==> src/rtl/game_fsm_p.sv <==
// Puzzle-round controller: IDLE/PLAY/WIN/LOSE with move and time limits, pause, restart, best score.
// All outputs registered, one cycle after the inputs are sampled; no backpressure, every input is sampled each cycle.
module game_fsm_p #(
    parameter int STEP_W     = 6,
    parameter int MAX_STEPS  = 63,
    parameter int TICK_DIV   = 100000000,
    parameter int TIME_W     = 8,
    parameter int TIME_LIMIT = 0
) (
    input  logic              clk,
    input  logic              rst,
    input  logic              st_sw,
    input  logic              win_flag,
    input  logic              active,
    input  logic              reset,
    input  logic              pause_sw,
    output logic [1:0]        game_s,
    output logic [STEP_W-1:0] ste_num,
    output logic [STEP_W-1:0] best_num,
    output logic [TIME_W-1:0] time_num,
    output logic              paused,
    output logic              win_pulse
);

    localparam logic [1:0] S_IDLE = 2'b00;
    localparam logic [1:0] S_PLAY = 2'b01;
    localparam logic [1:0] S_WIN  = 2'b10;
    localparam logic [1:0] S_LOSE = 2'b11;

    localparam int TICK_W = (TICK_DIV > 1) ? $clog2(TICK_DIV) : 1;
    localparam logic [STEP_W-1:0] MAX_Q     = STEP_W'(MAX_STEPS);
    localparam logic [TIME_W-1:0] TLIM_Q    = TIME_W'(TIME_LIMIT);
    localparam logic [TICK_W-1:0] TICK_LAST = TICK_W'(TICK_DIV - 1);

    logic [1:0]        game_s_q, game_s_d;
    logic [STEP_W-1:0] ste_q, ste_d;
    logic [STEP_W-1:0] best_q, best_d;
    logic [TIME_W-1:0] time_q, time_d;
    logic [TICK_W-1:0] tick_q, tick_d;
    logic              paused_q, paused_d;
    logic              win_pulse_q, win_pulse_d;
    logic              active_d_q;
    logic              step;

    assign step = active & ~active_d_q;

    always_comb begin
        game_s_d    = game_s_q;
        ste_d       = ste_q;
        best_d      = best_q;
        time_d      = time_q;
        tick_d      = tick_q;
        win_pulse_d = 1'b0;

        if (!st_sw) begin
            game_s_d = S_IDLE;
            ste_d    = '0;
            time_d   = '0;
            tick_d   = '0;
        end else if (game_s_q == S_IDLE || reset) begin
            game_s_d = S_PLAY;
            ste_d    = '0;
            time_d   = '0;
            tick_d   = '0;
        end else if (game_s_q == S_PLAY && !pause_sw) begin
            // A win outranks both limits; a step in the winning cycle is dropped.
            if (win_flag) begin
                game_s_d    = S_WIN;
                win_pulse_d = 1'b1;
                if (ste_q < best_q) begin
                    best_d = ste_q;
                end
            end else if (TIME_LIMIT != 0 && time_q == TLIM_Q) begin
                game_s_d = S_LOSE;
            end else if (step && ste_q == MAX_Q) begin
                game_s_d = S_LOSE;
            end else begin
                if (step) begin
                    ste_d = ste_q + 1'b1;
                end
                if (tick_q == TICK_LAST) begin
                    tick_d = '0;
                    if (time_q != '1) begin
                        time_d = time_q + 1'b1;
                    end
                end else begin
                    tick_d = tick_q + 1'b1;
                end
            end
        end

        paused_d = (game_s_d == S_PLAY) && pause_sw;
    end

    always_ff @(posedge clk) begin
        if (rst) begin
            game_s_q    <= S_IDLE;
            ste_q       <= '0;
            best_q      <= '1;
            time_q      <= '0;
            tick_q      <= '0;
            paused_q    <= 1'b0;
            win_pulse_q <= 1'b0;
            active_d_q  <= 1'b0;
        end else begin
            game_s_q    <= game_s_d;
            ste_q       <= ste_d;
            best_q      <= best_d;
            time_q      <= time_d;
            tick_q      <= tick_d;
            paused_q    <= paused_d;
            win_pulse_q <= win_pulse_d;
            // Tracks active even while paused so a press held across resume is not counted.
            active_d_q  <= active;
        end
    end

    assign game_s    = game_s_q;
    assign ste_num   = ste_q;
    assign best_num  = best_q;
    assign time_num  = time_q;
    assign paused    = paused_q;
    assign win_pulse = win_pulse_q;

endmodule

==> config.mk <==
export PLATFORM = sky130hd
export DESIGN_NAME = game_fsm_p
export DESIGN_NICKNAME = d
export VERILOG_FILES = /design/src/rtl/game_fsm_p.sv
export SDC_FILE = /design/constraint.sdc
export NUM_CORES = 1
export LEC_CHECK = 0
export ABC_AREA = 1
export BUFFER_PORTS_ARGS = -buffer_cell sky130_fd_sc_hd__buf_4
export CAP_MARGIN = 20
export CORE_ASPECT_RATIO = 0.7
export CORE_MARGIN = 10
export CORE_UTILIZATION = 50
export DETAILED_ROUTE_END_ITERATION = 8
export GPL_TIMING_DRIVEN = 0
export MAX_ROUTING_LAYER = met4
export PLACE_DENSITY_LB_ADDON = 0.1
export SLEW_MARGIN = 20
export SYNTH_ARGS = -nofsm -noshare
export SYNTH_HDL_FRONTEND = slang
export SYNTH_SLANG_ARGS = --single-unit
==> constraint.sdc <==
create_clock -name clk -period 3.7 [get_ports clk]
set_clock_uncertainty 0.1 [all_clocks]
set_input_delay 0.185 -clock clk [delete_from_list [all_inputs] [get_ports clk]]
set_output_delay 0.185 -clock clk [all_outputs]
set_load 0.02 [all_outputs]
==> metrics <==
status=completed; worst slew pin tran=0.3871 ns; port bufs=30; total wire length=6771 µm; CTS buffer count=5; die height=83.41 µm; nets@finish=506; Leak Pwr=1.318 nW; worst skew pair latency=0.30 ns; mapped cell area=0.002872 mm²; P per Cell Area=271.1 mW/mm²; initial antenna violation count=0; Root Buffer=clkbuf_8; clock share of power=33.1%; vias in the first global route=2467; CP Class=reg2reg; Worst Setup SP=ste_num[1]; total negative setup slack=0 ns; vias per cell=4.945; Die W=110.6 µm; Synth area leaders=dfxtp_1 (36%), nand2_1 (15%), nor2_1 (12%); Pre-antenna DRT Iters=5; Slew headroom=74.10%; Routed Antenna Nets=0; DRC violation total after the first TritonRoute iteration=188; Synth Instances=452; maximum clock frequency=497.9 MHz; hpwl dp=5331 µm; die area=0.009223 mm²; Synth Register Bits=52; Tcrit/Tclk final=54.28%; Syn-to-layout area delta=14.07%; Reg-to-Reg Start=ste_num[1]; DRC errors left=0; post-layout util=60.71%; CTS tree=yes; setup violators final=0; Diodes inserted=0; clock slew at reported path FFs=0.09 ns; Required @ worst endpoint=3.84 ns; I/O pins=31; total track usage=14.96%; Num Clock Sinks=52; Post-CTS Setup Bufs=0; Final Max Tran Viols=0; internal power=0.6962 mW; min cycle time layout=2.008 ns; reported net switching power=0.1918 mW; CTS Buffer Depth=2; total number of vias=2774; Sequential Power Share=63.3%; area of the core=0.005395 mm²; pin count of the biggest net entering global routing=14; switching share of power=21.60%; Yosys top cell by area=dfxtp_1; grt ovf=0; YS warnings=0; first-pass GRT wire length=11690 µm; unrepaired setup endpoints after global routing=false; H-tree depth=2; Comb pwr share=3.6%; Starting Density=53.22%; site row count=22; drt wl/cell=12.07 µm; GPL Wtd Cong=0.9164; Mapped Nets=467; Max IR drop VDD=0.2008 mV; Placement Cell Area=0.003187 mm²; share of layout cells above drive strength 1=11.45%; crit path launch type=register; post-synthesis sequential area ratio=36.25%; Max Fanout on Critical Path=10; syn avg cell area=6.353 µm²; hold wc startpoint=st_sw; Worst Setup End Kind=register; maxcap violations=0; Worst Hold Class=in2reg; Finished Cell Area=0.003276 mm²; worst path arrival time=2.15 ns; Hold Vio Cnt, Final=0; share of the synthesized area in the top cell type=36.25%; post-synth cell types=27
==> final cells by class <==
class | count | area, µm²
inverter | 74 | 280.3
clock buffer | 5 | 68.82
fill | 551 | 2120
multi-input combinational | 322 | 1518
timing repair buffer | 32 | 245.2
buffer | 4 | 32.53
tap | 72 | 90.09
sequential | 52 | 1041
==> through the flow <==
stage / hold slack [ns] / total power [mW] / instances / setup WS (ns)
4_1_cts: 0.01968 / 0.8998 / 561 / 1.691
2_1_floorplan: 0.1562 / 0.5928 / 452 / 1.924
6_report: 0.03039 / 0.8880 / 561 / 1.692
3_5_place_dp: 0.2719 / 0.6055 / 554 / 1.731
3_3_place_gp: 0.2682 / 0.6050 / 554 / 1.751
5_1_grt: 0.02625 / 0.9268 / 561 / 1.507
==> registers in the layout, indices dropped and copies added, names as in the netlist <==
register,flops
active_d_q,1
best_num,6
tick_q,27
ste_num,6
win_pulse,1
time_num,8
paused,1
game_s,2
==> critical path, cell delays in order, from the launching register on <==
cell and delay, ns:
dfxtp_1 0.39, ha_1 0.18, inv_1 0.06, nor2_1 0.16, nand2_1 0.13, nand2_1 0.17
nor2_4 0.08, nand2_2 0.12, nand2_4 0.11, inv_4 0.14, buf_6 0.16, nand2_1 0.06
nor2_1 0.08
==> synthesized netlist by cell type <==
| library cell | count |
|---|---|
| a21boi_0 | 1 |
| a21oi_1 | 20 |
| a31oi_1 | 1 |
| and3_1 | 1 |
| buf_2 | 2 |
| buf_6 | 2 |
| dfxtp_1 | 52 |
| ha_1 | 8 |
| inv_1 | 72 |
| inv_2 | 1 |
| inv_4 | 1 |
| nand2_1 | 116 |
| nand2_2 | 2 |
| nand2_4 | 1 |
| nand3_1 | 27 |
| nand3_4 | 1 |
| nand4_1 | 9 |
| nor2_1 | 90 |
| nor2_2 | 4 |
| nor2_4 | 5 |
| nor3_1 | 14 |
| nor3_4 | 1 |
| o211ai_1 | 5 |
| o21a_1 | 1 |
| o21ai_0 | 13 |
| o21bai_1 | 1 |
| or2_2 | 1 |
==> cells by family (layout without fill, tap and decap cells) <==
kind of cell,count (synthesis),count (layout),share of synthesized area [%]
compound gates,42,42,8.062
fa+ha+maj,8,8,3.486
buf+inv,78,115,10.89
flops,52,52,36.25
simple gates,272,272,41.31
==> power by group through the flow <==
stage	combinational [mW]	sequential, mW	clock, mW
5_1_grt	0.0352	0.563	0.329
3_3_place_gp	0.0295	0.576	0
3_5_place_dp	0.0299	0.576	0
6_report	0.0317	0.562	0.294
4_1_cts	0.0319	0.562	0.306
2_1_floorplan	0.0157	0.577	0
==> path summary, 6_finish.rpt <==
check                                   to  slack [ns]  depth (start not counted)
worst min-delay path             game_s[0]        0.03                          3
worst min register to register   tick_q[0]        0.39                          2
worst max-delay path            tick_q[18]        1.69                         12
worst max register to register  tick_q[18]        1.69                         12
==> routing by layer <==
layer	wire, µm	share of wire, %	global-route usage (%)	vias to the layer above
li1	-	-	-	1490
met1	3611	53	21.38	1224
met2	2778	41	20.49	56
met3	350	5.2	3.161	4
met4	31	0.46	3.864	0
met5	0	0	-	-
==> repair_timing <==
action,4_1_cts,5_1_grt
hold buffers,2,0
hold endpoints to repair,1,0
gates resized for setup,0,0
==> placed cells by master (no fill, tap or decap), drive strengths merged <==
cell type	count
a21boi	1
a21oi	20
a31oi	1
and3	1
buf	34
clkbuf	5
dfxtp	52
dlygate4sd3	2
ha	8
inv	74
nand2	119
nand3	28
nand4	9
nor2	99
nor3	15
o211ai	5
o21a	1
o21ai	13
o21bai	1
or2	1
(Power assumes the default switching activity.)
